**src/rtl/fixed_point_divider.sv**
```systemverilog
// Iterative signed Q(WIDTH-FBITS).FBITS divider, restoring algorithm, one quotient bit per clock.
// Latency: WIDTH+FBITS+1 edges from the accepting edge to ready (1 edge for divide-by-zero).
// Backpressure: none; start is sampled only while idle and is ignored while busy.
//
// Ports:
//   clk, reset         rising-edge clock, asynchronous active-high reset
//   start              request, accepted only in IDLE
//   operand_1/2        dividend / divisor, signed fixed point
//   result             saturated quotient truncated toward zero, held until next completion
//   ready              one-cycle pulse when result and flags are valid
//   busy               high from the accepting edge until the ready pulse
//   div_by_zero        last operation had a zero divisor
//   overflow           last operation saturated
module fixed_point_divider #(
  parameter int WIDTH = 32,
  parameter int FBITS = 10
) (
  input  logic             clk,
  input  logic             reset,
  input  logic             start,
  input  logic [WIDTH-1:0] operand_1,
  input  logic [WIDTH-1:0] operand_2,
  output logic [WIDTH-1:0] result,
  output logic             ready,
  output logic             busy,
  output logic             div_by_zero,
  output logic             overflow
);

  localparam int NW = WIDTH + FBITS;
  localparam int CW = $clog2(NW + 1);
  localparam logic [WIDTH-1:0] MAX_POS = {1'b0, {(WIDTH-1){1'b1}}};
  localparam logic [WIDTH-1:0] MAX_NEG = {1'b1, {(WIDTH-1){1'b0}}};

  typedef enum logic [1:0] {IDLE, ITER, FIXUP} state_t;

  state_t           state_q, state_d;
  logic             sign_q, sign_d;
  logic             op1_neg_q, op1_neg_d;
  logic             dz_q, dz_d;
  logic [WIDTH-1:0] den_q, den_d;
  logic [NW-1:0]    num_q, num_d;
  logic [WIDTH:0]   rem_q, rem_d;
  logic [NW-1:0]    quo_q, quo_d;
  logic [CW-1:0]    cnt_q, cnt_d;
  logic [WIDTH-1:0] result_q, result_d;
  logic             ready_q, ready_d;
  logic             busy_q, busy_d;
  logic             div_by_zero_q, div_by_zero_d;
  logic             overflow_q, overflow_d;

  logic [WIDTH-1:0] mag1, mag2;
  logic [WIDTH:0]   rem_sh, rem_sub;
  logic             rem_ge;
  logic             q_hi, pos_ov, neg_ov;

  // After every subtraction the remainder is below the divisor, so its top
  // bit is structurally zero and never feeds the next shift.
  logic rem_msb_unused;
  assign rem_msb_unused = rem_q[WIDTH];

  // Magnitudes as unsigned; the most negative value maps to 2^(WIDTH-1).
  assign mag1 = operand_1[WIDTH-1] ? -operand_1 : operand_1;
  assign mag2 = operand_2[WIDTH-1] ? -operand_2 : operand_2;

  assign rem_sh  = {rem_q[WIDTH-1:0], num_q[NW-1]};
  assign rem_ge  = (rem_sh >= {1'b0, den_q});
  assign rem_sub = rem_sh - {1'b0, den_q};

  // Positive results saturate above 2^(W-1)-1, negative ones above 2^(W-1).
  assign q_hi   = |quo_q[NW-1:WIDTH];
  assign pos_ov = q_hi | quo_q[WIDTH-1];
  assign neg_ov = q_hi | (quo_q[WIDTH-1] & (|quo_q[WIDTH-2:0]));

  always_comb begin
    state_d       = state_q;
    sign_d        = sign_q;
    op1_neg_d     = op1_neg_q;
    dz_d          = dz_q;
    den_d         = den_q;
    num_d         = num_q;
    rem_d         = rem_q;
    quo_d         = quo_q;
    cnt_d         = cnt_q;
    result_d      = result_q;
    ready_d       = 1'b0;
    busy_d        = busy_q;
    div_by_zero_d = div_by_zero_q;
    overflow_d    = overflow_q;

    case (state_q)
      IDLE: begin
        if (start) begin
          sign_d        = operand_1[WIDTH-1] ^ operand_2[WIDTH-1];
          op1_neg_d     = operand_1[WIDTH-1];
          den_d         = mag2;
          num_d         = {mag1, {FBITS{1'b0}}};
          rem_d         = '0;
          quo_d         = '0;
          busy_d        = 1'b1;
          div_by_zero_d = 1'b0;
          overflow_d    = 1'b0;
          if (operand_2 == '0) begin
            dz_d    = 1'b1;
            cnt_d   = '0;
            state_d = FIXUP;
          end else begin
            dz_d    = 1'b0;
            cnt_d   = CW'(NW);
            state_d = ITER;
          end
        end
      end
      ITER: begin
        rem_d = rem_ge ? rem_sub : rem_sh;
        quo_d = {quo_q[NW-2:0], rem_ge};
        num_d = {num_q[NW-2:0], 1'b0};
        cnt_d = cnt_q - CW'(1);
        if (cnt_q == CW'(1)) state_d = FIXUP;
      end
      FIXUP: begin
        if (dz_q) begin
          result_d      = op1_neg_q ? MAX_NEG : MAX_POS;
          div_by_zero_d = 1'b1;
          overflow_d    = 1'b0;
        end else if (!sign_q && pos_ov) begin
          result_d   = MAX_POS;
          overflow_d = 1'b1;
        end else if (sign_q && neg_ov) begin
          result_d   = MAX_NEG;
          overflow_d = 1'b1;
        end else begin
          result_d = sign_q ? -quo_q[WIDTH-1:0] : quo_q[WIDTH-1:0];
        end
        ready_d = 1'b1;
        busy_d  = 1'b0;
        state_d = IDLE;
      end
      default: state_d = IDLE;
    endcase
  end

  always_ff @(posedge clk or posedge reset) begin
    if (reset) begin
      state_q       <= IDLE;
      sign_q        <= 1'b0;
      op1_neg_q     <= 1'b0;
      dz_q          <= 1'b0;
      den_q         <= '0;
      num_q         <= '0;
      rem_q         <= '0;
      quo_q         <= '0;
      cnt_q         <= '0;
      result_q      <= '0;
      ready_q       <= 1'b0;
      busy_q        <= 1'b0;
      div_by_zero_q <= 1'b0;
      overflow_q    <= 1'b0;
    end else begin
      state_q       <= state_d;
      sign_q        <= sign_d;
      op1_neg_q     <= op1_neg_d;
      dz_q          <= dz_d;
      den_q         <= den_d;
      num_q         <= num_d;
      rem_q         <= rem_d;
      quo_q         <= quo_d;
      cnt_q         <= cnt_d;
      result_q      <= result_d;
      ready_q       <= ready_d;
      busy_q        <= busy_d;
      div_by_zero_q <= div_by_zero_d;
      overflow_q    <= overflow_d;
    end
  end

  assign result      = result_q;
  assign ready       = ready_q;
  assign busy        = busy_q;
  assign div_by_zero = div_by_zero_q;
  assign overflow    = overflow_q;

endmodule

```
**config.mk**
```make
export PLATFORM = sky130hd
export DESIGN_NAME = fixed_point_divider
export DESIGN_NICKNAME = d
export VERILOG_FILES = /design/src/rtl/fixed_point_divider.sv
export SDC_FILE = /design/constraint.sdc
export NUM_CORES = 1
export LEC_CHECK = 0
export CORE_MARGIN = 10
export CORE_UTILIZATION = 30
export CTS_CLUSTER_DIAMETER = 60
export DETAILED_ROUTE_END_ITERATION = 10
export GPL_TIMING_DRIVEN = 0
export PLACE_DENSITY_LB_ADDON = 0.12
export RECOVER_POWER = 25
export SYNTH_ARGS = -nofsm -noshare
export SYNTH_HDL_FRONTEND = slang
export SYNTH_SLANG_ARGS = --single-unit
```
**constraint.sdc**
```tcl
create_clock -name clk -period 6.9 [get_ports clk]
set_clock_uncertainty 0.15 [all_clocks]
set_input_delay 1.38 -clock clk [delete_from_list [all_inputs] [get_ports clk]]
set_output_delay 1.38 -clock clk [all_outputs]
set_load 0.02 [all_outputs]
```
# After elaboration in Yosys (flattened, before gate mapping)
# Cells that the tools add are included.
# Widths: inputs -> output; s select.
# word_totals
elab_cells	78
regBits	195
input_bits	67
# op_classes
eq_ne	7
bitwise_logic	4
mux	32
n_reduce_logical	15
magnitude_cmp	1
n_addsub	5
# ops
op	count
$mux 32	9
$pmux 42 s2	2
$neg 32->32	3
$mux 42	2
$pmux 32 s2	1
$ge 33x32->1	1
$logic_not 32->1	1
$sub 32x32->32	1
$reduce_or 31->1	1
$mux 6	2
$pmux 6 s2	1
$reduce_or 10->1	1
$mux 1	8
$reduce_and 2->1	4
$eq 6x1->1 const B	1
$mux 2	3
$ne 2x2->1 const B	3
$pmux 1 s2	3
$reduce_and 3->1	2
$sub 6x1->6 const B	1
$ne 4x4->1 const B	1
$pmux 2 s2	1
$reduce_bool 2->1	2
$eq 2x1->1 const B	1
other kinds (7)	9

# Longest topological paths before layout
# Gate-level depths: netlist of the first run.
# depth
ltp_word	8
depth_mapped	13

# Least setup slack after synthesis of the first run
# No wires, ideal clock.
# synth_timing
kind	input to register
start	in operand_1[4]
end	reg num_q[35]
setup_ps	132
arrival_ps	3361
path_stages	9
slack_ps	3257
t_required_ps	6618
n_path_buf	0
cell_sequence	nor3_2 nand3b_1 or3b_4 nand2b_4 or2_4 or4_4 o31ai_2 xor2_1 o21ai_1
# synth_between
elab_chain_cells	4
# synth_lines
element	line	source
start: declaration	21	input logic [WIDTH-1:0] operand_1,
$neg 32->32	63	assign mag1 = operand_1[WIDTH-1] ? -operand_1 : operand_1;
$mux 32	63	
$mux 42	93	if (start) begin
$pmux 42 s2	91	case (state_q)
end signal: assignment	165	num_q <= num_d;
end: declaration	42	logic [NW-1:0] num_q, num_d;
# Every way passes these cells. The select of a mux whose other input is x is not followed.
# A chain may end at the register's enable or synchronous reset.

==> reports/metrics.yaml, run 1 <==
status: "complete, but fails checks"
violations: "max-capacitance violations, max-slew violations"
synth.most_common_cell: "dfrtp_1"
netlist_area_mm2: 0.0110
yosysTopAreaCellShare_pct: 42.1
synth_ff_type: "dfrtp_1"
cts_inserted_buffers: 17
power.density_mw_per_mm2: 172
crit_family: "buffers and inverters"
synth-edff-count: 0
grt_pass1_wl_um: 53100
synth_cell_type_count: 73
cpMaxStageDelayCell: "inv_1"
post_drt_wl_per_cell_um: 17.9
min_period_ns: 4.79
core-area_mm2: 0.0364
synth_area_leaders: "dfrtp_1 42%, xor2_1 6.7%, o21ai_0 6.6%, nand2_1 4.7%, a21oi_1 4.7%"
cts_tree: "built"
die_area_mm2: 0.0448
async_flop_share_pct: 100
maxSlewViolCount: 91
setup_violations: 0
globalRouteOverflowTotal: 0
die-width_um: 212
path_clk_slew_ns: 0.08
n_antenna_cell: 0
ant_nets: 0
crit_required_ns: 6.49
grt_use_total_pct: 14.7
path_class: "in2async"
end_kind: "async pin"
path_max_fanout: 91
routed_via_density: 5.19
cts_root_buf: "clkbuf_16"
path_cells: "clkdlybuf4s50_1, inv_1"
relSlewSlack_pct: -140
numPortBuffers: 101
synth_commonest_cells: "185 x dfrtp_1, 146 x o21ai_0, 139 x nand2_1"
ios: 103
clock.fmax_mhz: 209
post_cts_buffers: 0
worstMarginPinSlew_ns: 3.60
syn2layout_area_growth_pct: 20.5
dp_hpwl_um: 24600
drc_errors: 0
clkLatencyLatePin_ns: 0.45
start_util_pct: 30.2
period_share_pct: 69.4
drt_first_iter_violations: 455
synth_seq_area_share_pct: 42.1
worst_ir_drop_vdd_uv: 163
grt_max_degree: 96
drv_cap: 1
die_h_um: 212
cts_resized: 0
setup_tns_ns: 0
vias: 9463
slowest_delay_ns: 2.50
ctsHtreeMaxLevel: 4
syn_avg_cell_area_um2: 9.00
cts.sinks: 185
grt_pass1_vias: 9514
drive_gt1_share_pct: 4.79
drt_pre_antenna_iters: 5
postCtsHoldBufs: 0
gp_congestion: 0.821
hold_viol_final: 0
rows: 70
yosysTopAreaCell: "dfrtp_1"
crit_buf_inv: 2
min_path_type: "reg2reg"
arrival_ns: 4.38
synthCells: 1223
ys_ff_latch: 185
whs_ns: 0.330
rsz0062_at_grt: "no"
p_leak_nw: 5.63
antenna_found_initial: 0
power_mw: 2.27
clk_path_buf_depth: 2
wl_um: 32600
yosysWarnings: 0
syn-num-nets: 1328
start_kind: "primary input"
fin_nets: 1449
power breakdown:
part	internal (mW)	leakage, nW	total (mW)	switching (mW)
Clock	0.505	0.304	1.05	0.542
Sequential	1.08	2.33	1.08	0
Combinational	0.0633	3.00	0.144	0.0810
sequential cells by signal (all words and copies together) (netlist names), 2 cells and up:
name and count:
den_q 32, rem_q 32, cnt_q 6, num_q 32, state_q 2, quo_q 42
result 32
routing by layer:
metal	track usage, %	routed length (um)	vias up
li1	-	-	4687
met1	20.6	16300	4607
met2	23.5	14900	155
met3	2.35	1090	14
met4	2.93	231	0
met5	0	0	-
logic make-up after synthesis:
group           after synthesis  share of synthesized area (%)
mux                          11                           1.01
compound gates              456                           25.9
simple gates                298                           13.3
xor+xnor                    115                           9.15
fa+ha+maj                    38                           4.39
buf+inv                     120                           4.25
flops                       185                           42.1
placed cells by master (no fill, tap or decap), types with 15 or more instances in the layout:
master and n:
nor2_1 55, nor3_1 16, ha_1 37, a21oi_1 104, clkbuf_1 58, xnor2_1 31, o31ai_1 26, o21ai_0 146
inv_1 50, clkdlybuf4s50_1 101, clkbuf_16 17, a22o_1 39, o21ai_1 18, o22ai_1 33, a22oi_1 15, dfrtp_1 185
nand2_1 139, xor2_1 84
worst min-delay path: stages (launching register included):
cell and delay, ns:
dfrtp_1 0.34, nand2_1 0.05, o21ai_0 0.06
through the flow:
stage / cells / setup WS [ns] / cell area [um2] / utilization (%)
after floorplan: 1223 / 0.341 / 11000 / -
after global placement: 1792 / -2.68 / 12600 / 34.6
after detailed placement: 1793 / 2.26 / 12600 / 34.7
after CTS: 1825 / 2.73 / 13300 / 36.4
after global routing: 1825 / 1.29 / 13300 / 36.4
final: 1825 / 2.11 / 13300 / 36.4
area by class of cell:
class	count	area [um2]
Multi-Input combinational cell	918	5910
Fill cell	3849	23200
Sequential cell	185	4630
Clock inverter	15	206
Inverter	50	188
Clock buffer	17	425
Tap cell	468	586
Buffer	70	280
Timing Repair Buffer	102	1040
worst paths after layout:
| path | cells past startpoint | slack [ns] | end | start |
|---|---|---|---|---|
| setup / recovery | 2 | 2.11 | num_q[13] | reset |
| hold / removal | 2 | 0.33 | den_q[16] | den_q[16] |
| setup reg to reg | 10 | 3.38 | rem_q[26] | den_q[1] |
| hold reg to reg | 2 | 0.33 | den_q[16] | den_q[16] |
| max in group clk | 10 | 2.71 | cnt_q[5] | operand_2[2] |
| min in group asynchronous | 2 | 2.42 | result[2] | reset |
Power figures use the tool's default switching activity.
==> inputs of run 2 (changes only) <==
==> constraint.sdc (replaced) <==
create_clock -name clk -period 4.8 [get_ports clk]
set_clock_uncertainty 0.15 [all_clocks]
set_input_delay 0.96 -clock clk [delete_from_list [all_inputs] [get_ports clk]]
set_output_delay 0.96 -clock clk [all_outputs]
set_load 0.02 [all_outputs]
==> run 2 against run 1 <==
- the flow still finishes with violations (max-capacitance violations, max-slew violations)
- first-iteration DRC count grew 1.8%
- routed wire length up 0.21%
- critical path depth is 8 higher
- combinational power grew 46%
- sequential power increased by 44%
- flip-flop and latch count did not move
- total power increased by 40%
- utilization fell by 0.089 points
- die area did not move
- clock-buffer cell count grew 1
- critical path type is now in2reg
- largest power group unchanged
==> reports/metrics.yaml, run 2 (synthesis results as in run 1) <==
syn2layout_area_growth_pct: 20.2
cts_inserted_buffers: 17
slowest_delay_ns: 0.62
grt_pass1_vias: 9446
final_cell_mix: "185 x dfrtp_1, 146 x o21ai_0, 139 x nand2_1"
drc_errors: 0
path_class: "in2reg"
rows: 70
holdPathEnd: "busy"
path_clk_slew_ns: 0.07
die_h_um: 212
drive_gt1_share_pct: 5.00
ios: 103
reg2reg_to: "rem_q[26]"
antenna_found_initial: 0
drt_first_iter_violations: 463
post_cts_buffers: 0
clock.fmax_mhz: 260
drv_cap: 1
globalRouteOverflowTotal: 0
end_kind: "register"
dp_hpwl_um: 25000
internal-power_mw: 2.35
arrival_ns: 4.00
cts_root_buf: "clkbuf_16"
power_frac_clock_pct: 44.4
grt_use_total_pct: 14.6
p_leak_nw: 5.62
violations: "max-capacitance violations, max-slew violations"
largest_reg_flops: 42
gp_congestion: 0.808
path_cells: "clkdlybuf4s50_1, nor4_1, nand2_1, or3b_1, nand2b_4, nand2b_4, nor4_4, nand2_1, o21ai_1, a21oi_1"
rsz0062_at_grt: "no"
setup_violations: 0
power_mw: 3.18
grt_pass1_wl_um: 52700
clkLatencyLatePin_ns: 0.44
min_path_cells: 2
p_switching_mw: 0.830
start_kind: "primary input"
min_from: "busy"
period_share_pct: 80.2
relSlewSlack_pct: -16.3
hold_viol_final: 0
wl_um: 32600
combPwrFrac_pct: 6.6
rrSetupSlack_ns: 1.29
postCtsHoldBufs: 0
cts_tree: "built"
start_util_pct: 30.2
clk_path_buf_depth: 2
ctsHtreeMaxLevel: 4
reg2reg_depth: 9
power_frac_seq_pct: 49.0
ant_nets: 0
n_antenna_cell: 0
crit_required_ns: 4.95
crit_buf_inv: 1
path_max_fanout: 5
drt_pre_antenna_iters: 5
status: "complete, but fails checks"
crit_family: "simple AND/OR/NAND/NOR gates"
regMostFlops: "quo_q"
whs_ns: 0.328
vias: 9360
numPortBuffers: 101
maxSlewViolCount: 37
r2r-start: "rem_q[2]"
cpMaxStageDelayCell: "nor4_1"
min_period_ns: 3.85
switching_share_pct: 26.1
worst_ir_drop_vdd_uv: 224
cts_resized: 0
final_util_pct: 36.3
worstMarginPinSlew_ns: 1.74
die-width_um: 212
die_area_mm2: 0.0448
routed_via_density: 5.12
post_drt_wl_per_cell_um: 17.9
grt_max_degree: 39
fin_nets: 1452
fin_cells: 1828
min_path_type: "reg2reg"
dp.cells: 1796
power.density_mw_per_mm2: 240
core-area_mm2: 0.0364
cts.sinks: 185
final_common_cell: "dfrtp_1"
-- run 2: stage by stage --
step,setup TNS [ns],instance area (um2),worst slack [ns]
floorplan,0,11000,1.31
global placement,-84.66,12600,-0.472
detailed placement,0,12700,0.535
CTS,0,13300,1.01
global route,0,13200,0.664
finish,0,13200,0.950
-- run 2: tightest hold or removal path, delay by kind of cell (launching register included) --
kind / cells / cell delay (ns)
and+or+nand+nor: 2 / 0.10
DFF: 1 / 0.35
-- run 2: final cells by class --
cell class | instances | area (um2)
fillers | 3840 | 23200
plain buffers | 70 | 280
repair buffers | 105 | 1060
well taps | 468 | 586
multi-input cells | 918 | 5910
inverters | 50 | 189
clock buffers | 18 | 429
flip-flops and latches | 185 | 4630
clock inverters | 14 | 146
-- run 2: routing by layer --
| layer | part of all wire, % | vias up | global-route usage (%) |
|---|---|---|---|
| met5 | 0 | - | 0 |
| met1 | 50 | 4522 | 20.4 |
| met3 | 3.1 | 16 | 2.31 |
| met2 | 46 | 140 | 23.4 |
| li1 | - | 4682 | - |
| met4 | 0.83 | 0 | 2.93 |
-- run 2: how the worst max path moves through the flow --
stage / from / endpoint / slack [ns] / depth (start not counted)
global route: operand_2[2] / cnt_q[5] / 0.66 / 10
floorplan: reset / busy / 1.31 / 1
detailed placement: operand_2[2] / cnt_q[1] / 0.53 / 10
CTS: operand_2[2] / cnt_q[1] / 1.01 / 10
finish: operand_2[2] / cnt_q[5] / 0.95 / 10
global placement: reset / den_q[14] / -0.47 / 2
-- run 2: power groups by stage --
stage,combinational (mW),sequential (mW),clock [mW]
4_1_cts,0.219,1.56,1.45
2_1_floorplan,0.0977,1.59,0
5_1_grt,0.234,1.56,1.51
3_5_place_dp,0.218,1.59,0
6_report,0.210,1.56,1.41
3_3_place_gp,0.209,1.59,0
==> inputs of run 3 (changes only) <==
==> constraint.sdc (replaced) <==
create_clock -name clk -period 3.4 [get_ports clk]
set_clock_uncertainty 0.15 [all_clocks]
set_input_delay 0.68 -clock clk [delete_from_list [all_inputs] [get_ports clk]]
set_output_delay 0.68 -clock clk [all_outputs]
set_load 0.02 [all_outputs]
==> run 3 against run 2 <==
- the run still ends with max-capacitance violations, max-slew violations left
- non-clock buffer count increased by 7
- worst hold slack is essentially flat
- via count rose by 0.52%
- register-to-register slack worse by 1.1 ns
- largest power group unchanged
- die area unchanged
- routed wire length increased by 0.15%
- critical endpoint is now num_q[33]
- global-route usage hardly changed
==> reports/metrics.yaml, run 3 (synthesis results as in run 1) <==
n_antenna_cell: 0
p_leak_nw: 5.68
rrSetupSlack_ns: 0.17
start_util_pct: 30.2
dp.cells: 1796
grt_pass1_vias: 9481
ios: 103
start_kind: "primary input"
cts_inserted_buffers: 17
fin_ws_ns: 0.146
holdPathEnd: "busy"
routed_via_density: 5.13
power.density_mw_per_mm2: 336
drive_gt1_share_pct: 6.29
clock.fmax_mhz: 307
internal-power_mw: 3.32
worst_ir_drop_vdd_uv: 324
cts_tree: "built"
die_area_mm2: 0.0448
fin_nets: 1459
power_frac_clock_pct: 44.4
drv_cap: 1
min_period_ns: 3.25
status: "complete, but fails checks"
path_max_fanout: 3
end_kind: "register"
pre_cts_ws_ns: -0.585
wl_um: 32700
min_path_type: "reg2reg"
drt_first_iter_violations: 444
power_frac_seq_pct: 48.9
setup_violations: 0
maxSlewViolCount: 37
numPortBuffers: 101
antenna_found_initial: 0
ant_nets: 0
violations: "max-capacitance violations, max-slew violations"
fin_area_mm2: 0.0134
grt_use_total_pct: 14.7
r2r-start: "den_q[24]"
ctsHtreeMaxLevel: 4
hold_viol_final: 0
post_drt_wl_per_cell_um: 17.8
grt_pass1_wl_um: 52900
syn2layout_area_growth_pct: 21.5
combPwrFrac_pct: 6.7
fin_cells: 1835
power_mw: 4.49
setup_tns_ns: 0
die_h_um: 212
reg2reg_depth: 12
regMostFlops: "quo_q"
drc_errors: 0
period_share_pct: 95.7
min_path_cells: 2
dpl_cell_area_mm2: 0.0127
crit_required_ns: 3.56
relSlewSlack_pct: -16.4
die-width_um: 212
cts.sinks: 185
final_common_cell: "dfrtp_1"
clk_path_buf_depth: 2
clkLatencyLatePin_ns: 0.45
core-area_mm2: 0.0364
worstMarginPinSlew_ns: 1.74
min_from: "busy"
largest_reg_flops: 42
drt_pre_antenna_iters: 7
final_cell_mix: "184 x dfrtp_1, 145 x o21ai_0, 139 x nand2_1"
switching_share_pct: 26.1
cts_root_buf: "clkbuf_16"
arrival_ns: 3.42
vias: 9409
gp_congestion: 0.808
reg2reg_to: "rem_q[31]"
globalRouteOverflowTotal: 0
p_switching_mw: 1.17
path_clk_slew_ns: 0.07
grt_max_degree: 39
dp_hpwl_um: 25000
path_class: "in2reg"
rows: 70
[run 3: routing by layer]
| metal | up-vias | routed length, um | global-route usage [%] |
|---|---|---|---|
| li1 | 4701 | - | - |
| met1 | 4531 | 16400 | 20.4 |
| met2 | 162 | 15000 | 23.5 |
| met3 | 15 | 1060 | 2.31 |
| met4 | 0 | 261 | 2.93 |
| met5 | - | 0 | 0 |
[run 3: what timing repair did]
action / in CTS / in global routing
hold buffers: 0 / 0
setup buffers: 6 / 1
pin swaps: 2 / 1
gates resized for setup: 3 / 16
gates cloned: 0 / 0
setup endpoints to repair: 36 / 38
[run 3: power groups by stage]
stage | combinational, mW | sequential (mW) | clock (mW)
floorplan | 0.138 | 2.24 | 0
global placement | 0.295 | 2.24 | 0
detailed placement | 0.308 | 2.24 | 0
CTS | 0.309 | 2.20 | 2.05
global route | 0.335 | 2.20 | 2.13
finish | 0.300 | 2.20 | 1.99
[run 3: area by class of cell]
| class | instances | area (um2) |
|---|---|---|
| buffer | 70 | 290 |
| clock buffer | 18 | 429 |
| clock inverter | 14 | 146 |
| fill | 3836 | 23100 |
| inverter | 50 | 189 |
| multi-input combinational | 918 | 5980 |
| sequential | 185 | 4630 |
| tap | 468 | 586 |
| timing repair buffer | 112 | 1120 |
[run 3: worst max-delay path by stage]
stage,startpoint,endpoint,slack [ns]
after CTS,rem_q[12],rem_q[27],0.04
after floorplan,reset,busy,0.19
final,operand_1[3],num_q[33],0.15
after detailed placement,operand_2[2],cnt_q[1],-0.59
after global routing,operand_1[2],num_q[33],-0.004
after global placement,reset,den_q[14],-1.59
[run 3: stage by stage]
step                util [%]  hold WS, ns
floorplan                  -        0.300
global placement        34.6        0.315
detailed placement      34.8        0.320
CTS                     36.5        0.339
global route            36.7        0.357
finish                  36.7        0.328
[run 3: worst max-delay path, stage by stage]
cell             delay [ns]
clkdlybuf4s50_1        0.47
nor3_2                 0.26
nand3b_1               0.18
or3b_4                 0.42
nand2b_4               0.17
or2_4                  0.26
or4_4                  0.45
o41ai_2                0.24
xor2_1                 0.21
o21ai_1                0.07
